**src/rtl/dmem_port_arbiter.sv**
```systemverilog
// dmem_port_arbiter: shares one single-port dmem between requester 0 (CPU) and requester 1 (DMA)
// Ports: clock/reset (async active-low); per requester rX_req/we/lock/addr/wdata in,
// rX_gnt/rX_rvalid/rX_rdata out; mem_address/mem_data/mem_wren to dmem, mem_q from dmem.
module dmem_port_arbiter #(
  parameter int ADDR_W   = 12,
  parameter int DATA_W   = 32,
  parameter int MAX_LOCK = 8
) (
  input  logic              clock,
  input  logic              reset,
  input  logic              r0_req,
  input  logic              r0_we,
  input  logic              r0_lock,
  input  logic [ADDR_W-1:0] r0_addr,
  input  logic [DATA_W-1:0] r0_wdata,
  output logic              r0_gnt,
  output logic              r0_rvalid,
  output logic [DATA_W-1:0] r0_rdata,
  input  logic              r1_req,
  input  logic              r1_we,
  input  logic              r1_lock,
  input  logic [ADDR_W-1:0] r1_addr,
  input  logic [DATA_W-1:0] r1_wdata,
  output logic              r1_gnt,
  output logic              r1_rvalid,
  output logic [DATA_W-1:0] r1_rdata,
  output logic [ADDR_W-1:0] mem_address,
  output logic [DATA_W-1:0] mem_data,
  output logic              mem_wren,
  input  logic [DATA_W-1:0] mem_q
);
  typedef enum logic [1:0] {IDLE, OWN0, OWN1} state_t;
  state_t     state_q, state_d;
  logic       ptr_q, ptr_d;
  logic [7:0] cnt_q, cnt_d;
  logic       tag_v_q, tag_v_d, tag_id_q, tag_id_d;
  logic       own_req, g0, g1, gnt, lock_g, we_g, release_lock;
  logic [7:0] cnt_inc;
  always_comb begin
    // A locked owner that still requests keeps the port; otherwise arbitrate as if idle.
    own_req      = (state_q == OWN0 && r0_req) || (state_q == OWN1 && r1_req);
    g0           = reset && (own_req ? state_q == OWN0 : r0_req && (!r1_req || !ptr_q));
    g1           = reset && (own_req ? state_q == OWN1 : r1_req && (!r0_req || ptr_q));
    gnt          = g0 || g1;
    lock_g       = g0 ? r0_lock : r1_lock;
    we_g         = g0 ? r0_we : r1_we;
    // Counter holds the number of locked cycles already granted; release when this one is the last.
    cnt_inc      = (own_req ? cnt_q : 8'd0) + 8'd1;
    release_lock = !gnt || !lock_g || cnt_inc == 8'(MAX_LOCK);
    state_d      = release_lock ? IDLE : (g0 ? OWN0 : OWN1);
    cnt_d        = release_lock ? 8'd0 : cnt_inc;
    // ptr=1 means requester 1 wins the next contention; it always points away from the last grant.
    ptr_d        = gnt ? g0 : ptr_q;
    tag_v_d      = gnt && !we_g;
    tag_id_d     = g1;
  end
  always_ff @(posedge clock or negedge reset) begin
    if (!reset) begin
      state_q  <= IDLE;
      ptr_q    <= 1'b0;
      cnt_q    <= 8'd0;
      tag_v_q  <= 1'b0;
      tag_id_q <= 1'b0;
    end else begin
      state_q  <= state_d;
      ptr_q    <= ptr_d;
      cnt_q    <= cnt_d;
      tag_v_q  <= tag_v_d;
      tag_id_q <= tag_id_d;
    end
  end
  assign r0_gnt      = g0;
  assign r1_gnt      = g1;
  assign mem_address = g0 ? r0_addr : (g1 ? r1_addr : '0);
  assign mem_data    = g0 ? r0_wdata : (g1 ? r1_wdata : '0);
  assign mem_wren    = gnt && we_g;
  assign r0_rvalid   = tag_v_q && !tag_id_q;
  assign r1_rvalid   = tag_v_q && tag_id_q;
  assign r0_rdata    = r0_rvalid ? mem_q : '0;
  assign r1_rdata    = r1_rvalid ? mem_q : '0;
endmodule

```
**config.mk**
```make
export PLATFORM = sky130hd
export DESIGN_NAME = dmem_port_arbiter
export DESIGN_NICKNAME = d
export VERILOG_FILES = /design/src/rtl/dmem_port_arbiter.sv
export SDC_FILE = /design/constraint.sdc
export NUM_CORES = 1
export LEC_CHECK = 0
export CORE_MARGIN = 8
export CORE_UTILIZATION = 25
export CTS_BUF_LIST = sky130_fd_sc_hd__clkbuf_4
export CTS_CLUSTER_SIZE = 16
export DETAILED_ROUTE_END_ITERATION = 8
export GPL_ROUTABILITY_DRIVEN = 0
export GPL_TIMING_DRIVEN = 0
export PLACE_DENSITY = 0.94
export SYNTH_ARGS = -nofsm -noshare
export SYNTH_HDL_FRONTEND = slang
export SYNTH_SLANG_ARGS = --single-unit
export TNS_END_PERCENT = 10
```
**constraint.sdc**
```tcl
create_clock -name clock -period 4.43 [get_ports clock]
set_input_delay 0.886 -clock clock [delete_from_list [all_inputs] [get_ports clock]]
set_output_delay 0.886 -clock clock [all_outputs]
set_load 0.005 [all_outputs]
```
* After elaboration in Yosys (flattened, before gate mapping)
Index checks and enable logic that the tools add are counted.
Storage, ports and cells: register bits after elaboration 13, input port bits 128, logic and storage cells 46
Operators by class: $add $sub $neg 1, equal/unequal tests 3, muxes and demuxes 14, reductions and logical operators 23
Operator list (number):
- 2-to-1 mux 32 bit | 4
- 2-to-1 mux 12 bit | 2
- 2-to-1 mux 8 bit | 2
- logical AND 1 bit | 10
- adder 8 x 1 -> 8 bit, second input constant | 1
- equality test 8 x 4 -> 1 bit, second input constant | 1
- zero test 1 bit | 7
- logical OR 1 bit | 6
- 2-to-1 mux 1 bit | 4
- 2-to-1 mux 2 bit | 2
- equality test 2 x 1 -> 1 bit, second input constant | 1
- equality test 2 bit, second input constant | 1

* Logic depth before layout (Yosys ltp)
depth after elaboration 10, mapped depth 5, depth with buffers taken out 4

* Least setup slack after synthesis
OpenSTA, ideal clock, no wires.
kind input to output, start input port r0_req, end output port mem_data[10], arrival time 1.877 ns, data required time 3.544 ns, slack 1.667 ns, cell stages on the path 5, path buffers 2, cell sequence and3b_1 > a311oi_2 > buf_2 > buf_4 > a22o_1
On the way: cells in the longest elaborated chain, start to end 7
Ends and longest elaborated chain:
- start: declaration | line 11 | input logic r0_req,
- zero test 1 bit | line 43 | g1 = reset && (own_req ? state_q == OWN1 : r1_req && (!r0_req || ptr_q));
- logical OR 1 bit | line 43
- logical AND 1 bit | line 43
- 2-to-1 mux 1 bit | line 43
- logical AND 1 bit | line 43
- 2-to-1 mux 32 bit | line 75 | assign mem_data = g0 ? r0_wdata : (g1 ? r1_wdata : '0);
- 2-to-1 mux 32 bit (*) | line 75
- end: declaration | line 28 | output logic [DATA_W-1:0] mem_data,
Mark *: on every way between the ends. The rest lies on a longest branch, timed or not.

* Worst setup path in the final report
start input port r1_req, end output port mem_data[10]
On the way: cells in the longest elaborated chain, start to end 6
Ends and longest elaborated chain:
- start: declaration | line 19 | input logic r1_req,
- logical AND 1 bit or zero test 1 bit (tied branches) | line 41, 42
- logical OR 1 bit, on equally long branches | line 41, 42
- 2-to-1 mux 1 bit or logical AND 1 bit (tied branches) | line 43, 42
- logical AND 1 bit or 2-to-1 mux 1 bit (tied branches) | line 43, 42
- 2-to-1 mux 32 bit or logical AND 1 bit (tied branches) | line 75, 42
- 2-to-1 mux 32 bit (*) | line 75
Marks and branches as above.

==> flow_summary.toml <==
[critical_path]
cp.buffers_inverters = 3
crit_path_frequent_cell = "clkdlybuf4s50_1"
crit_arrival_ps = 3100
critPathRequiredTime_ps = 3540
slowest_delay_ps = 540
start_kind = "input pin"
path_max_fanout = 10
crit_type = "in -> out"
end_kind = "primary output"
cp_slowest_cell = "clkdlybuf4s50_1"
worstPathCellList = "clkdlybuf4s50_1, and3b_1, a311oi_2, clkbuf_1, a22o_1, clkdlybuf4s50_1"
cp_top_family = "buffers and inverters"

[clock_network]
numCtsBuffers = 3
tritoncts = "built"
postCtsHoldBufs = 0
root_buffer = "clkbuf_4"
htree_levels = 1
path_clk_slew_ps = 70
cts_setup_buffers = 0
cts.path.max_buffers = 2
insertion_delay_ps = 280
cts.sink_count = 13

[drt]
wl_mm = 9.822
drt-pass1-iter-count = 4
avgViaCountPerCell = 4.802
drtIter0Drc = 39
vias = 2473
drcViolationCount = 0
antenna_left = 0
post_drt_wl_per_cell_um = 19.07

[final_layout]
layout-drive-gt1-share_pct = 3.636
diodes = 0
seq_area_um2 = 325.3
final_common_cell = "clkdlybuf4s50_1"
fin_nets = 569
most-common-layout-cells = "clkdlybuf4s50_1 (239), a22o_1 (45), and2_1 (34)"
design_area_mm2 = 0.004069
multi_input_area_mm2 = 0.001109
fillers = 478
area_delta_synth_final_pct = 164.2

[sta]
tns_ps = 0
setup_slack_ps = 442.3
fin_crit_sh_pct = 90.02
relSlewSlack_pct = 57.11
drv_slew = 0
fin_skew_ps = 6.730
max_freq_ghz = 0.2508
hold_violations = 0
rsz0062_at_grt = "false"
fin_crit_ps = 3988
setup_viol = 0
worst_slew_pin_slew_ps = 643.4

[run_status]
status = "finished, final reports clean"

[synth]
netlist_area_mm2 = 0.001540
synth_cell_types = 30
netlist_instances = 196
synthesis.nets = 324
ys_ff_latch = 13
yosys.area.top_type = "a22o_1"
yosys.area.top_type_share_pct = 25.59
yosys_warnings = 0
synth_area_leaders = "a22o_1 (26%), dfrtp_1 (21%), and2_1 (14%)"
avgSynthCellArea_um2 = 7.858
ys_seq_area_share_pct = 21.12

[global_routing]
use_met2_pct = 38.64
antenna_found_initial = 0
use_met1_pct = 19.99
grt.busiest_layer = "met2"
track_usage_pct = 19.72
grt_pass1_vias = 2579
grtUsageMet3_pct = 6.270
grt_first_pass_wirelength_mm = 14.04
overflow = 0
grt_max_degree = 16

[placed_design]
place_ws_ps = 113.6
io_buffer_count = 240
place_area_mm2 = 0.004036
hpwl_mm = 8.715

[min_path]
hp-class = "reg -> reg"

[power_and_ir_drop]
p_leak_nw = 1.725
irDropWorstVdd_uv = 167.0
p_per_area_mw_per_mm2 = 139.4
finalPower_w = 0.0005670

[floorplan]
row_count = 28
core_mm2 = 0.005956
die_w_um = 94.49
die_y_um = 94.49
io_pins = 241
initial_core_util_pct = 25.86
die-area_mm2 = 0.008928

[flow_run]
drv_cap = 0
==> report_power, final <==
part	total (W)	internal, W	switching (W)
Clock	0.0000805	0.0000411	0.0000394
Sequential	0.000130	0.000124	0.00000655
Combinational	0.000356	0.000239	0.000117
Total	0.000567	0.000404	0.000163
==> stage by stage <==
stage | util, % | cells | hold slack (ps)
CTS | 68.28 | 515 | 542.6
global route | 68.32 | 515 | 570.0
global placement | 67.77 | 511 | 507.3
detailed placement | 67.77 | 511 | 523.7
finish | 68.32 | 515 | 540.9
floorplan | - | 196 | 493.7
==> logic make-up (layout without fill, tap and decap cells) <==
logic type             count (synthesis)  count (layout)  share of synthesized area, %
AND/OR/NAND/NOR                      100             100                         38.18
buffers and inverters                 23             267                         6.905
AO/OA/AOI/OAI                         54              54                         30.38
flip-flops                            13              13                         21.12
XOR/XNOR                               6               6                         3.412
==> final timing paths <==
path | cells past startpoint | endpoint | slack (ps) | startpoint
max | 6 | mem_data[10] | 440 | r1_req
min | 1 | ptr_q | 540 | ptr_q
max reg2reg | 4 | cnt_q[7] | 2770 | state_q[0]
min reg2reg | 1 | ptr_q | 540 | ptr_q
max in group asynchronous | 1 | ptr_q | 3410 | reset
min in group asynchronous | 1 | cnt_q[7] | 600 | reset
==> synth_stat cells <==
| cell | n |
|---|---|
| xor2_1 | 3 |
| nor2b_1 | 1 |
| dfrtp_1 | 13 |
| inv_1 | 2 |
| o21ai_0 | 1 |
| a22oi_1 | 1 |
| nor2_1 | 10 |
| inv_2 | 2 |
| nand2_1 | 10 |
| clkbuf_1 | 11 |
| buf_4 | 4 |
| nor3b_1 | 1 |
| a21o_1 | 1 |
| and4b_1 | 1 |
| and2_1 | 34 |
| a21oi_1 | 1 |
| and3b_1 | 4 |
| a22o_1 | 45 |
| nand3_1 | 2 |
| nor3_1 | 1 |
| xnor2_1 | 3 |
| buf_2 | 4 |
| nand4_1 | 1 |
| o22ai_1 | 1 |
| o21ai_1 | 1 |
| nand2b_1 | 2 |
| a211oi_1 | 1 |
| nand3b_1 | 1 |
| a311oi_2 | 2 |
| and3_1 | 32 |
==> final cells by class <==
class                   count  share of cell area [%]
repair buffers            240                   59.10
multi-input cells         160                   27.24
flip-flops and latches     13                   7.995
well taps                  75                   2.306
plain buffers              19                   2.245
clock buffers               4                  0.7380
inverters                   4                  0.3690
==> registers in the layout (all words and copies together), names as in the netlist <==
name      cells
cnt_q         8
state_q       2
ptr_q         1
tag_id_q      1
tag_v_q       1
==> what timing repair did <==
| item | in CTS | in global routing |
|---|---|---|
| endpoints found under the setup margin | 0 | 33 |
| hold endpoints to repair | 0 | 0 |
| gates resized for setup | 0 | 1 |
==> layer usage <==
| metal | wire, um | up-vias |
|---|---|---|
| li1 | - | 1213 |
| met1 | 3536 | 1122 |
| met2 | 5213 | 127 |
| met3 | 960 | 11 |
| met4 | 112 | 0 |
| met5 | 0 | - |
Power figures use the tool's default switching activity.
